<file path="src/rtl/seq_restoring_divider_pkg.sv">
// Shared definitions for the sequential restoring divider.
//   state_t          : controller state encoding (IDLE, RUN, DONE)
//   DEFAULT_WIDTH    : default operand width
//   DEFAULT_CNT_W    : iteration counter width for the default operand width
//   count_width()    : iteration counter width for any legal operand width
package seq_restoring_divider_pkg;

    typedef enum logic [1:0] {
        IDLE = 2'd0,
        RUN  = 2'd1,
        DONE = 2'd2
    } state_t;

    localparam int DEFAULT_WIDTH = 8;
    localparam int DEFAULT_CNT_W = $clog2(DEFAULT_WIDTH);

    // The counter runs 0..width-1; a width of 2 still needs one bit.
    function automatic int count_width(input int width);
        return (width <= 2) ? 1 : $clog2(width);
    endfunction

endpackage

</file>
<file path="src/rtl/seq_restoring_divider_trial_subtractor.sv">
// Trial subtractor for one restoring-division step.
//   a, b   : N-bit operands (callers zero-extend by one bit)
//   diff   : a - b, formed as a + ~b with a carry-in of 1
//   borrow : high when a < b, i.e. the inverted carry-out
module seq_restoring_divider_trial_subtractor #(
    parameter int N = 9
) (
    input  logic [N-1:0] a,
    input  logic [N-1:0] b,
    output logic [N-1:0] diff,
    output logic         borrow
);

    logic [N:0] sum;

    assign sum    = {1'b0, a} + {1'b0, ~b} + {{N{1'b0}}, 1'b1};
    assign diff   = sum[N-1:0];
    assign borrow = ~sum[N];

endmodule

</file>
<file path="src/rtl/seq_restoring_divider.sv">
// Multi-cycle unsigned restoring divider, one quotient bit per clock.
//   clk, reset       : rising-edge clock, asynchronous active-high reset
//   start            : request, accepted only in IDLE or DONE
//   dividend/divisor : operands, latched when start is accepted
//   busy             : high while iterating (RUN)
//   done             : one-cycle pulse when results become valid
//   quotient/remainder/div_by_zero : results, held until the next DONE
// Handshake: a request is taken on any rising edge where start=1 and the
// controller is in IDLE or DONE; start is ignored while busy=1. done is
// asserted for exactly the one cycle spent in DONE.
module seq_restoring_divider
    import seq_restoring_divider_pkg::*;
#(
    parameter int WIDTH = DEFAULT_WIDTH
) (
    input  logic             clk,
    input  logic             reset,
    input  logic             start,
    input  logic [WIDTH-1:0] dividend,
    input  logic [WIDTH-1:0] divisor,
    output logic             busy,
    output logic             done,
    output logic [WIDTH-1:0] quotient,
    output logic [WIDTH-1:0] remainder,
    output logic             div_by_zero
);

    localparam int            CW   = count_width(WIDTH);
    localparam logic [CW-1:0] LAST = CW'(WIDTH - 1);

    state_t           state, state_next;
    logic [WIDTH-1:0] rem, dq, dvsr;
    logic [CW-1:0]    count;

    logic [WIDTH-1:0] shifted, rem_next, dq_next;
    logic [WIDTH:0]   trial;
    logic             borrow, restore;
    logic             accept, finish;

    // The partial remainder is below 2**(WIDTH-1) on every iteration except
    // the last, so dropping its MSB while shifting loses nothing.
    assign shifted = {rem[WIDTH-2:0], dq[WIDTH-1]};

    seq_restoring_divider_trial_subtractor #(.N(WIDTH + 1)) u_trial (
        .a      ({1'b0, shifted}),
        .b      ({1'b0, dvsr}),
        .diff   (trial),
        .borrow (borrow)
    );

    // With zero-extended operands the borrow and the trial MSB agree.
    assign restore  = borrow | trial[WIDTH];
    assign rem_next = restore ? shifted : trial[WIDTH-1:0];
    assign dq_next  = {dq[WIDTH-2:0], ~restore};

    always_ff @(posedge clk or posedge reset) begin
        if (reset) state <= IDLE;
        else       state <= state_next;
    end

    always_comb begin
        state_next = state;
        accept     = 1'b0;
        finish     = 1'b0;
        busy       = 1'b0;
        done       = 1'b0;
        case (state)
            IDLE: begin
                if (start) begin
                    accept     = 1'b1;
                    state_next = (divisor == '0) ? DONE : RUN;
                end
            end
            RUN: begin
                busy = 1'b1;
                if (count == LAST) begin
                    finish     = 1'b1;
                    state_next = DONE;
                end
            end
            DONE: begin
                done = 1'b1;
                if (start) begin
                    accept     = 1'b1;
                    state_next = (divisor == '0) ? DONE : RUN;
                end else begin
                    state_next = IDLE;
                end
            end
            default: state_next = IDLE;
        endcase
    end

    // Results are only written when DONE is entered, so they stay valid
    // through an accepted start until the new division completes.
    always_ff @(posedge clk or posedge reset) begin
        if (reset) begin
            rem         <= '0;
            dq          <= '0;
            dvsr        <= '0;
            count       <= '0;
            quotient    <= '0;
            remainder   <= '0;
            div_by_zero <= 1'b0;
        end else if (accept) begin
            if (divisor == '0) begin
                quotient    <= '1;
                remainder   <= dividend;
                div_by_zero <= 1'b1;
            end else begin
                dvsr  <= divisor;
                rem   <= '0;
                dq    <= dividend;
                count <= '0;
            end
        end else if (state == RUN) begin
            rem   <= rem_next;
            dq    <= dq_next;
            count <= count + CW'(1);
            if (finish) begin
                quotient    <= dq_next;
                remainder   <= rem_next;
                div_by_zero <= 1'b0;
            end
        end
    end

endmodule

</file>
<file path="config.mk">
export PLATFORM = sky130hd
export DESIGN_NAME = seq_restoring_divider
export DESIGN_NICKNAME = d
export VERILOG_FILES = /design/src/rtl/seq_restoring_divider_pkg.sv /design/src/rtl/seq_restoring_divider_trial_subtractor.sv /design/src/rtl/seq_restoring_divider.sv
export SDC_FILE = /design/constraint.sdc
export NUM_CORES = 1
export LEC_CHECK = 0
export BUFFER_PORTS_ARGS = -buffer_cell sky130_fd_sc_hd__buf_2
export CAP_MARGIN = 10
export CORE_MARGIN = 2
export CORE_UTILIZATION = 59
export CTS_CLUSTER_DIAMETER = 30
export CTS_CLUSTER_SIZE = 8
export DETAILED_ROUTE_END_ITERATION = 7
export HOLD_SLACK_MARGIN = 0.12
export PLACE_DENSITY = 0.86
export SYNTH_ARGS = -nofsm -noshare
export SYNTH_HDL_FRONTEND = slang
export SYNTH_HIERARCHICAL = 1
export SYNTH_SLANG_ARGS = --single-unit
</file>
<file path="constraint.sdc">
create_clock -name clk -period 7.6 [get_ports clk]
set_input_delay 2.28 -clock clk [delete_from_list [all_inputs] [get_ports clk]]
set_output_delay 2.28 -clock clk [all_outputs]
set_load 0.1 [all_outputs]
</file>
==> metrics.txt <==
vias in the first global route 1849; dpl cells between 300 and 400; Antenna diodes 0; worst-case clock skew roughly 0.0060 ns; Final Max Slew Viols 0; CTS clk-pin slew, worst paths 0.07 ns; final hold slack a little under 0.5 ns; Ports 38; Routed WL roughly 5000 um; xor/xnor share of the synthesized area between 1.5 and 2%; port bufs 37; Total GRT Usage 23.9%; P&R area growth vs syn 11.0%; antenna violations before repair 0; Cell Area, Synth 2460 um^2; Seq/Total Area, Yosys a little under half; Synth Area in Compound Gates roughly 16%; worst slew pin tran approximately 1.2 ns; Detailed Routing Iterations Pass 1 5; Setup Viol. Count Final 0; Filler cells around 310; CTS tree built; wire per inst 15.7 um; post-synthesis simple-gate area fraction a little over an eighth; Tcrit/Tclk final between 50 and 60%; Rows 23; initial drt markers approximately 120; layout cell share with drive strength beyond 1 27.8%; Slowest-stage cell, CP nor2b_1; Slew HR approximately a fifth; synth warn 6; cts hold-fix bufs 0; critical path required time around 8 ns; gpl congestion 0.843; adder-cell share of the synthesized area about 6.4%; post-CTS sizing 0; Residual DRC 0; number of buffers created by CTS 5; Final Hold Viols 0; Core ar. around 4000 um^2; die extent in x approximately 69 um; Die Y 68.6 um; Synth Instances approximately 240; GRT overflow 0; largest net degree at the start of global routing 46; # Max-Cap Violations 0; final worst setup slack ~3.2 ns; Synth Flop Type dfrtp_1; synthesis-stage register bit count between 40 and 50; EDFF count, synth 0; crit end category flip-flop; worst-skew pair later-pin latency ~0.30 ns; mux cell area share after synthesis around 11%; Crit Path Category in2reg; # H-tree levels 2; Die ar. around 4700 um^2; FMAX 0.229 GHz; Finished Layout Cells ~320; DP Wirelength between 3000 and 4000 um; crit path time final 4.37 ns; Max Buffers Root-to-Sink 2; Fin Setup TNS 0 ns; Post-DRT Antenna Nets 0; startpoint types primary input; unrepaired setup endpoints after global routing false; clk sinks 45; syn_area_per_cell roughly 10 um^2; Synth cell types 48; Nets between 300 and 400; main combinational cell family by area after synthesis compound AO/OA/AOI/OAI gates; CP Max Fanout 18; status finished clean; Hold Path Class reg2reg; root buf cell clkbuf_8; async set-reset flop share out of synthesis between 90% and 100%; first-pass GRT wire length approximately 8400 um; Via Count 1892; crit path DAT 4.56 ns; Vias/cell 5.86; Starting Density between 60% and 70%; Max stage delay on crit path about 0.93 ns; Post-CTS Setup Inserts 0; r2r setup slk 4.57 ns; Place WS approximately 3 ns; crit path cell chain buf_2, nor2b_1, and3_4, a21o_1, mux2_2
stage by stage:
step	utilization, %	area, um^2
3_3_place_gp	66.4	2660
2_1_floorplan	-	2470
5_1_grt	68.4	2740
4_1_cts	68.4	2740
3_5_place_dp	66.4	2660
6_report	68.4	2740
critical path, delay by kind of cell:
| kind | cells | cell delay [ns] |
|---|---|---|
| AO/OA/AOI/OAI | 1 | 0.47 |
| buffers and inverters | 1 | 0.09 |
| multiplexers | 1 | 0.40 |
| AND/OR/NAND/NOR | 2 | 1.30 |
kinds of logic after synthesis:
kind of cell,Yosys count
adders and majority gates,12
AOI/OAI and AO/OA,53
buffers and inverters,28
xor gates and xnor gates,5
DFF,45
other,1
and+or+nand+nor,67
muxes,25
placed cells by master, fill, tap and decap left out, drive strengths merged, types with 2 or more instances in the layout:
cell type	instances
a21o	8
a21oi	12
a31oi	8
buf	39
clkbuf	8
conb	2
dfrtp	45
ha	11
inv	16
mux2	16
mux2i	9
nand2	23
nand2b	2
nor2	12
nor2b	4
nor3	17
nor4	2
o21a	2
o21ai	4
o22a	8
or2	2
xnor2	4
state kept, by name, indices dropped and copies added, names as in the netlist:
name / count
count: 3
dq: 8
remainder: 8
quotient: 8
div_by_zero: 1
dvsr: 8
rem: 7
state: 2
metal layers:
metal | vias to the layer above | share of wire [%] | track usage, %
li1 | 908 | - | -
met1 | 907 | 44 | 30.1
met2 | 69 | 48 | 40.1
met3 | 8 | 6.0 | 6.01
met4 | 0 | 1.2 | 8.00
met5 | - | 0 | 0
area by class of cell:
cell class                      instances  area [um^2]  area share (%)
Clock buffer                            8         80.1            2.93
Inverter                               17         63.8            2.33
Multi-Input combinational cell        164         1200            44.0
Sequential cell                        45         1130            41.2
Tap cell                               50         62.6            2.29
Timing Repair Buffer                   39          200            7.32
synth_stat cells (3+ instances only):
| cell type | n | share of area, % |
|---|---|---|
| a21o_1 | 8 | 2.4 |
| nor2_1 | 11 | 1.7 |
| o21ai_0 | 4 | 0.81 |
| nand2_1 | 23 | 3.5 |
| o22a_2 | 5 | 2.0 |
| a21oi_1 | 11 | 2.2 |
| inv_1 | 16 | 2.4 |
| nor2b_1 | 4 | 1.0 |
| clkbuf_1 | 5 | 0.76 |
| mux2_2 | 15 | 6.9 |
| a31oi_1 | 8 | 2.0 |
| o22a_1 | 3 | 1.1 |
| xnor2_1 | 4 | 1.4 |
| nor3_1 | 17 | 3.5 |
| dfrtp_1 | 45 | 46 |
| ha_1 | 11 | 5.6 |
| mux2i_1 | 9 | 3.7 |
| buf_2 | 3 | 0.61 |
path summary, 6_finish.rpt:
kind                       cells past startpoint            to   startpoint
min                                            1   quotient[3]  quotient[3]
max in group asynchronous                      3        rem[3]        reset
max reg2reg                                   11  remainder[1]        dq[7]
min reg2reg                                    1   quotient[3]  quotient[3]
min in group asynchronous                      3      count[1]        reset
max                                            5  remainder[5]        start
Power is left out: the tool's default activity adds up to more than one toggle a clock period on the data nets, which glitch-free logic cannot reach.
